`src/rtl/conv_pkg.sv`:
```
// conv_pkg: shared tiling constants, ceil helper and FSM
// state encoding for the tiled convolution sequencer.
package conv_pkg;

    function automatic int ceil(input int a, input int b);
        return (a + b - 1) / b;
    endfunction

    localparam int DEF_AW = 32;
    localparam int DEF_N  = 16;
    localparam int DEF_TN = 8;
    localparam int DEF_M  = 16;
    localparam int DEF_TM = 8;
    localparam int DEF_R  = 32;
    localparam int DEF_TR = 16;
    localparam int DEF_C  = 16;
    localparam int DEF_TC = 8;
    localparam int DEF_K  = 3;
    localparam int DEF_S  = 1;

    localparam int TRK = (DEF_TR + DEF_S - DEF_K) / DEF_S;
    localparam int TCK = (DEF_TC + DEF_S - DEF_K) / DEF_S;
    localparam int ROW_STEP = TRK * DEF_S;
    localparam int COL_STEP = TCK * DEF_S;
    localparam int NT = ceil(DEF_N, DEF_TN);
    localparam int MT = ceil(DEF_M, DEF_TM);
    localparam int RT =
        ceil((DEF_R + DEF_S - DEF_K) / DEF_S, TRK);
    localparam int CT =
        ceil((DEF_C + DEF_S - DEF_K) / DEF_S, TCK);
    localparam int TILE_NUM = NT * MT * RT * CT;

    typedef enum logic [2:0] {
        ST_IDLE,
        ST_ISSUE,
        ST_WAIT,
        ST_ADVANCE,
        ST_FIN
    } state_t;

endpackage

```
`src/rtl/tile_cord_step.sv`:
```
// tile_cord_step: 4-level wrapping tile coordinate counter.
// col is fastest, then row, then m, then n.
module tile_cord_step #(
    parameter int AW    = 32,
    parameter int N_CNT = 2,
    parameter int M_CNT = 2,
    parameter int R_CNT = 3,
    parameter int C_CNT = 3,
    parameter int N_INC = 8,
    parameter int M_INC = 8,
    parameter int R_INC = 14,
    parameter int C_INC = 6
) (
    input  logic          clk,
    input  logic          rst,
    input  logic          clear,
    input  logic          step,
    output logic [AW-1:0] base_n,
    output logic [AW-1:0] base_m,
    output logic [AW-1:0] base_row,
    output logic [AW-1:0] base_col,
    output logic [AW-1:0] idx
);

    localparam logic [AW-1:0] N_LAST = AW'(N_CNT - 1);
    localparam logic [AW-1:0] M_LAST = AW'(M_CNT - 1);
    localparam logic [AW-1:0] R_LAST = AW'(R_CNT - 1);
    localparam logic [AW-1:0] C_LAST = AW'(C_CNT - 1);
    localparam logic [AW-1:0] N_ST = AW'(N_INC);
    localparam logic [AW-1:0] M_ST = AW'(M_INC);
    localparam logic [AW-1:0] R_ST = AW'(R_INC);
    localparam logic [AW-1:0] C_ST = AW'(C_INC);

    logic [AW-1:0] n_i;
    logic [AW-1:0] m_i;
    logic [AW-1:0] r_i;
    logic [AW-1:0] c_i;
    logic          c_wrap;
    logic          r_wrap;
    logic          m_wrap;

    assign c_wrap = (c_i == C_LAST);
    assign r_wrap = c_wrap && (r_i == R_LAST);
    assign m_wrap = r_wrap && (m_i == M_LAST);

    // step the carry chain; clear returns to tile 0
    always_ff @(posedge clk) begin
        if (rst || clear) begin
            n_i      <= '0;
            m_i      <= '0;
            r_i      <= '0;
            c_i      <= '0;
            base_n   <= '0;
            base_m   <= '0;
            base_row <= '0;
            base_col <= '0;
            idx      <= '0;
        end else if (step) begin
            idx <= idx + 1'b1;
            if (c_wrap) begin
                c_i      <= '0;
                base_col <= '0;
            end else begin
                c_i      <= c_i + 1'b1;
                base_col <= base_col + C_ST;
            end
            if (c_wrap) begin
                if (r_i == R_LAST) begin
                    r_i      <= '0;
                    base_row <= '0;
                end else begin
                    r_i      <= r_i + 1'b1;
                    base_row <= base_row + R_ST;
                end
            end
            if (r_wrap) begin
                if (m_i == M_LAST) begin
                    m_i    <= '0;
                    base_m <= '0;
                end else begin
                    m_i    <= m_i + 1'b1;
                    base_m <= base_m + M_ST;
                end
            end
            if (m_wrap) begin
                if (n_i == N_LAST) begin
                    n_i    <= '0;
                    base_n <= '0;
                end else begin
                    n_i    <= n_i + 1'b1;
                    base_n <= base_n + N_ST;
                end
            end
        end
    end

endmodule

```
`src/rtl/conv_tile_sched.sv`:
```
// conv_tile_sched: walks every (n, m, row, col) tile of a
// layer, handshaking one tile at a time with conv_tile.
module conv_tile_sched
    import conv_pkg::*;
#(
    parameter int AW = DEF_AW,
    parameter int N  = DEF_N,
    parameter int Tn = DEF_TN,
    parameter int M  = DEF_M,
    parameter int Tm = DEF_TM,
    parameter int R  = DEF_R,
    parameter int Tr = DEF_TR,
    parameter int C  = DEF_C,
    parameter int Tc = DEF_TC,
    parameter int K  = DEF_K,
    parameter int S  = DEF_S
) (
    input  logic          clk,
    input  logic          rst,
    input  logic          conv_start,
    input  logic          conv_tile_done,
    output logic          conv_tile_start,
    output logic [AW-1:0] tile_base_n,
    output logic [AW-1:0] tile_base_m,
    output logic [AW-1:0] tile_base_row,
    output logic [AW-1:0] tile_base_col,
    output logic [AW-1:0] tile_idx,
    output logic          conv_busy,
    output logic          conv_done
);

    localparam int P_TRK = (Tr + S - K) / S;
    localparam int P_TCK = (Tc + S - K) / S;
    localparam int P_NT = ceil(N, Tn);
    localparam int P_MT = ceil(M, Tm);
    localparam int P_RT = ceil((R + S - K) / S, P_TRK);
    localparam int P_CT = ceil((C + S - K) / S, P_TCK);
    localparam int P_TILES = P_NT * P_MT * P_RT * P_CT;
    localparam logic [AW-1:0] LAST_IDX = AW'(P_TILES - 1);

    state_t state_q;
    state_t state_d;
    logic   conv_start_q;
    logic   start_edge;
    logic   last_tile;
    logic   cord_step;
    logic   cord_clear;

    assign start_edge = conv_start && !conv_start_q;
    assign last_tile  = (tile_idx == LAST_IDX);

    // state register and start-edge history
    always_ff @(posedge clk) begin
        if (rst) begin
            state_q      <= ST_IDLE;
            conv_start_q <= 1'b0;
        end else begin
            state_q      <= state_d;
            conv_start_q <= conv_start;
        end
    end

    // next state and per-state outputs
    always_comb begin
        state_d         = state_q;
        conv_tile_start = 1'b0;
        conv_done       = 1'b0;
        conv_busy       = 1'b0;
        cord_step       = 1'b0;
        cord_clear      = 1'b0;
        unique case (state_q)
            ST_IDLE: begin
                if (start_edge) state_d = ST_ISSUE;
            end
            ST_ISSUE: begin
                conv_tile_start = 1'b1;
                conv_busy       = 1'b1;
                state_d         = ST_WAIT;
            end
            ST_WAIT: begin
                conv_busy = 1'b1;
                if (conv_tile_done)
                    state_d = last_tile ? ST_FIN
                                        : ST_ADVANCE;
            end
            ST_ADVANCE: begin
                conv_busy = 1'b1;
                cord_step = 1'b1;
                state_d   = ST_ISSUE;
            end
            ST_FIN: begin
                conv_done  = 1'b1;
                conv_busy  = 1'b1;
                cord_clear = 1'b1;
                state_d    = ST_IDLE;
            end
            default: state_d = ST_IDLE;
        endcase
    end

    tile_cord_step #(
        .AW    (AW),
        .N_CNT (P_NT),
        .M_CNT (P_MT),
        .R_CNT (P_RT),
        .C_CNT (P_CT),
        .N_INC (Tn),
        .M_INC (Tm),
        .R_INC (P_TRK * S),
        .C_INC (P_TCK * S)
    ) u_cord (
        .clk      (clk),
        .rst      (rst),
        .clear    (cord_clear),
        .step     (cord_step),
        .base_n   (tile_base_n),
        .base_m   (tile_base_m),
        .base_row (tile_base_row),
        .base_col (tile_base_col),
        .idx      (tile_idx)
    );

endmodule

```
`config.mk`:
```
export PLATFORM = sky130hd
export DESIGN_NAME = conv_tile_sched
export DESIGN_NICKNAME = d
export VERILOG_FILES = /design/src/rtl/conv_pkg.sv /design/src/rtl/tile_cord_step.sv /design/src/rtl/conv_tile_sched.sv
export SDC_FILE = /design/constraint.sdc
export NUM_CORES = 1
export LEC_CHECK = 0
export ABC_CLOCK_PERIOD_IN_PS = 2600
export CORE_ASPECT_RATIO = 0.75
export CORE_MARGIN = 2
export CORE_UTILIZATION = 56
export CTS_CLUSTER_SIZE = 30
export DETAILED_ROUTE_END_ITERATION = 16
export HOLD_SLACK_MARGIN = 0.12
export PLACE_DENSITY = 0.89
export SLEW_MARGIN = 20
export SYNTH_ARGS = -nofsm -noshare
export SYNTH_HDL_FRONTEND = slang
export SYNTH_HIERARCHICAL = 1
export SYNTH_SLANG_ARGS = --single-unit
```
`constraint.sdc`:
```
create_clock -name clk -period 2.6 [get_ports clk]
set_input_delay 0.26 -clock clk [delete_from_list [all_inputs] [get_ports clk]]
set_output_delay 0.26 -clock clk [all_outputs]
set_load 0.02 [all_outputs]
```
==> qor.txt <==
Starting Density: 0.5682
Nets: 1839
WP data required: 3.09 ns
RR Endpoint: u_cord/base_m[30]
Max Used Layer: met4
Post-DRT Antenna Nets: 0
wire length on met1: 15800 um
Worst-Margin Slew: 0.6198 ns
Setup crit start kind: register
Max Transition Viols Final: 0
hold path depth: 3
diodes inserted: 0
Netlist Area Pre-Place: 13590 um2
IO Pins: 167
total track usage: 0.2703
Worst slew margin: 0.5830
initial DRC count: 1298
GP Congestion: 0.9118
Seq cells post-synth: 284
Worst path max stage delay: 0.53 ns
sequential element share of the synthesized area: 0.4185
internal power of the cells: 0.007252 W
Reg2Reg Depth: 7
Detailed Route WL: 36470 um
Util after Layout: 0.7087
CP cell instances: nor4_2 > and4_1 > buf_4 > nand4_4 > or3_4 > or4_1 > a21oi_2
Die Area: 25540 um2
worst endpoint data arrival time: 3.03 ns
setup slack after layout: 0.05399 ns
Clock Latency Late Sink: 0.56 ns
CTS Buf Count: 28
Leak: 5.648 nW
wire length of the first global-routing pass: 58950 um
Mapped Avg Cell Area: 8.280 um2
vias in the first global route: 12290
Worst-path clk slew: 0.06 ns
worst reg2reg path startpoint: u_cord/c_i[17]
chip width: 183.9 um
switching power: 0.001871 W
Clk pwr share: 0.502
Core Region: 23910 um2
Reg power frac: 0.478
row cnt: 49
Setup CP Type: register to register
Gate Count Post-Synth: 1641
Total Neg Setup Slack: 0 ns
clock skew: 0.03105 ns
Tightest Hold Check Type: input port to register
Post-synth EDFFs: 0
largest net degree at the start of global routing: 64
Hold Fails Final Rpt: 0
final setup fails: 0
Fillers: 1681
initial antenna violation count: 0
final worst path period share: 0.9792
outcome: finished, final reports clean
Via-to-Cell Ratio: 6.098
Yosys cell types: 56
worst-case clock buffer depth: 3
Tot Pwr: 0.009123 W
Max IR drop VDD: 0.4729 mV
Met3 Wirelength: 3329 um
part of the power in combinational logic: 0.020
max_cap viols: 0
async set-reset flop share out of synthesis: 0
routed len/inst: 16.96 um
Layout area overhead: 24.72%
share of post-route cells with drive strength above 1: 0.08839
crit path capture: u_cord/base_m[30]
Place WS: 0.02964 ns
hpwl dp: 24040 um
drt pass-1 iters: 6
Max Fclk: 392.8 MHz
Worst Setup SP: u_cord/c_i[17]
Reg2Reg Setup Slack: 0.05 ns
RSZ-0062 raised after global routing: true
CTS tree: yes
Crit-path slowest cell: or4_1
Root Driver: clkbuf_16
port bufs: 158
count of hold-fix buffers inserted at cts: 0
H-tree depth: 1
Die Ht: 138.9 um
metal2 WL: 16510 um
synth warn: 6
Worst Setup End Kind: register
crit path time final: 2.546 ns
vias post-DR: 13110
DRC errors left: 0
CP max FO: 6
Top FF cell, synth: dfxtp_1
Sw Ratio: 0.2051
GR Overflow Total: 0
Cell Pwr Density: 538.4 nW/um2
CTS Sinks: 284
Hold Crit Start: conv_start
-- critical path, delay by kind of cell (launching register included) --
kind	cells	cell delay [ns]
DFF	1	0.37
and+or+nand+nor	5	1.80
buffers and inverters	1	0.17
AOI/OAI and AO/OA	1	0.15
-- state kept, by name, summed over array words and instances (netlist names) --
| signal | cells |
|---|---|
| u_cord/c_i | 32 |
| u_cord/idx | 32 |
| u_cord/m_i | 32 |
| u_cord/n_i | 32 |
| u_cord/r_i | 32 |
| u_cord/base_col | 31 |
| u_cord/base_row | 31 |
| u_cord/base_m | 29 |
| u_cord/base_n | 29 |
| state_q | 3 |
| conv_start_q | 1 |
-- cell usage after synthesis (6+ instances only) --
| cell | n | area, um2 |
|---|---|---|
| xnor2_1 | 82 | 718.2 |
| or3_1 | 31 | 193.9 |
| inv_1 | 24 | 90.09 |
| nand4_1 | 92 | 575.6 |
| nor2_1 | 270 | 1013 |
| and4_1 | 28 | 245.2 |
| buf_2 | 10 | 50.05 |
| buf_4 | 11 | 82.58 |
| nor3_1 | 54 | 270.3 |
| nor4b_1 | 7 | 61.31 |
| buf_1 | 6 | 22.52 |
| nand2_1 | 101 | 379.1 |
| a21oi_1 | 60 | 300.3 |
| ha_1 | 13 | 162.7 |
| o21ai_0 | 64 | 320.3 |
| a32o_1 | 11 | 110.1 |
| nor4_1 | 49 | 306.5 |
| xor2_1 | 118 | 1033 |
| nor4_2 | 8 | 100.1 |
| dfxtp_1 | 284 | 5685 |
| clkbuf_1 | 55 | 206.5 |
| nand3_1 | 119 | 595.6 |
| or4_1 | 17 | 127.6 |
| and2_1 | 19 | 118.9 |
| and3_1 | 38 | 237.7 |
| nor2b_1 | 7 | 43.79 |
| a31oi_1 | 7 | 43.79 |
-- layout make-up --
cell class,instances,area (um2),area share
Sequential cell,284,5687,0.3356
Clock inverter,15,252.7,0.01492
Tap cell,306,382.9,0.02259
Timing Repair Buffer,225,2158,0.1274
Inverter,24,90.09,0.005316
Clock buffer,37,795.8,0.04696
Multi-Input combinational cell,1259,7579,0.4472
-- power groups by stage --
stage               sequential [W]  combinational, W  clock [W]
global placement           0.00446          0.000175          0
finish                     0.00436          0.000184    0.00458
global route               0.00436          0.000197    0.00478
detailed placement         0.00446          0.000178          0
floorplan                  0.00446          0.000114          0
CTS                        0.00436          0.000179    0.00463
-- per-layer routing --
metal,GRT usage,up-vias
met3,0.05042,84
met5,0,-
met1,0.3725,6193
met2,0.4359,665
li1,-,6168
met4,0.07284,0
-- timing repair --
action | CTS | global route
buffers inserted | 0 | 2
setup endpoints to repair | 0 | 112
resized for setup | 0 | 25
-- per-stage QoR --
step / hold WS (ns) / cells / area (um2)
2_1_floorplan: 0.3267 / 1648 / 13610
3_3_place_gp: 0.4657 / 2094 / 15770
3_5_place_dp: 0.4770 / 2094 / 15770
4_1_cts: 0.2685 / 2146 / 16820
5_1_grt: 0.3035 / 2150 / 16950
6_report: 0.2762 / 2150 / 16950
-- logic make-up after synthesis --
group,Yosys count,synth area share
compound gates,166,0.07137
xor+xnor,200,0.1289
fa+ha+maj,13,0.01197
buf+inv,106,0.03324
flops,284,0.4185
mux,1,0.0007367
other cells,1,0.0002760
simple gates,870,0.3350
-- worst min-delay path by stage --
stage | to | slack [ns]
2_1_floorplan | conv_start_q | 0.33
3_3_place_gp | u_cord/base_col[31] | 0.47
3_5_place_dp | u_cord/n_i[31] | 0.48
4_1_cts | conv_start_q | 0.27
5_1_grt | conv_start_q | 0.30
6_report | conv_start_q | 0.28
-- cell usage in the layout (no fill, tap or decap), drive strengths merged, types with 24 or more instances in the layout --
| master | instances |
|---|---|
| clkdlybuf4s50 | 158 |
| inv | 24 |
| nand2 | 101 |
| and4 | 28 |
| buf | 67 |
| clkbuf | 37 |
| nand3 | 120 |
| o21ai | 64 |
| dfxtp | 284 |
| or3 | 32 |
| nor2 | 270 |
| nor4 | 58 |
| and3 | 38 |
| xor2 | 118 |
| nor3 | 56 |
| nand4 | 94 |
| a21oi | 60 |
| xnor2 | 82 |
(Power assumes the default switching activity.)
==> RTL change, RTL diff (config.mk and constraints unchanged) <==
Set the package constant `DEF_AW` to 64 (it was 32).
--- a/src/rtl/conv_pkg.sv
+++ b/src/rtl/conv_pkg.sv
@@ -7,5 +7,5 @@
     endfunction
 
-    localparam int DEF_AW = 32;
+    localparam int DEF_AW = 64;
     localparam int DEF_N  = 16;
     localparam int DEF_TN = 8;
Interface: changed (5 resized); port bits go from 167 to 327. The function was not compared with the original's and may differ.
==> RTL change against the original RTL <==
The flow now stops in global routing. Area after synthesis increased by 110%.
==> RTL change: results (changes against the original RTL) <==
outcome: "stopped before the end"  # was complete, no violations
lastStage: "global routing"
stop_error: "[ERROR GRT-0232] Routing congestion too high. Check the congestion heatmap in the GUI."
clock-sinks: 572  # was 284
netlist_instances: 3641  # was 1641
overflow: 264
grt_worst_setup_endpoint: "u_cord/base_m[3]$_SDFFE_PP0P_/D"
dp.cells: 4954  # was 2094
grt_max_degree: 69
hpwl_mm: 68.1  # was 24.0 mm
worstEndpointType: "register data pin"
root_buffer: "clkbuf_16"  # unchanged
track_usage: 0.827
synth_area_leaders: "dfxtp_1 40%, nand4_1 6.0%, nor2_1 5.0%"  # was dfxtp_1 42%, xor2_1 7.6%, nor2_1 7.5%
max-clock-path-buffers: 3  # unchanged
rows: 72  # was 49
synth.distinct_cells: 67  # was 56
async_reset_ff_frac: 0  # unchanged
routabilityCongestion: 0.964  # was 0.912
antenna_found_initial: 26
io_buffers: 318  # was 158
ys_seq_area_frac: 0.395  # was 0.418
numCtsBuffers: 55  # was 28
ys_top_cells_by_count: "572 x dfxtp_1, 383 x nor2_1, 279 x nand4_1"  # was 284 x dfxtp_1, 270 x nor2_1, 119 x nand3_1
place_area_um2: 36600  # was 15800 um^2
cts_max_level: 2  # was 1
yosys_warnings: 6  # unchanged
synth_ff_type: "dfxtp_1"  # unchanged
RTL change: kinds of logic after synthesis:
group / Yosys count / share of synthesized area
flip-flops: 572 / 0.395
other: 1 / 0.000129
buffers and inverters: 309 / 0.0417
AO/OA/AOI/OAI: 549 / 0.109
multiplexers: 18 / 0.00665
XOR/XNOR: 279 / 0.0844
AND/OR/NAND/NOR: 1900 / 0.357
adder cells (fa/ha/maj): 13 / 0.00562
RTL change: timing repair:
item | in CTS
cloned | 30
setup endpoints to repair | 366
resized for setup | 296
pin swaps | 133
buffers inserted | 58
RTL change: stage by stage:
| step | worst slack [ns] | util | hold WS (ns) | setup TNS (ns) |
|---|---|---|---|---|
| after CTS | -0.219 | 0.797 | 0.192 | -29.00 |
| after detailed placement | -0.310 | 0.713 | 0.472 | -44.96 |
| after global placement | -0.212 | 0.713 | 0.465 | -24.55 |
| after floorplan | -0.117 | - | 0.327 | -10.12 |
RTL change: per-layer routing:
layer | GRT usage | GRT overflow
met1 | 0.830 | 29
met2 | 0.907 | 112
met3 | 0.780 | 27
met4 | 0.761 | 94
met5 | 0.655 | 2
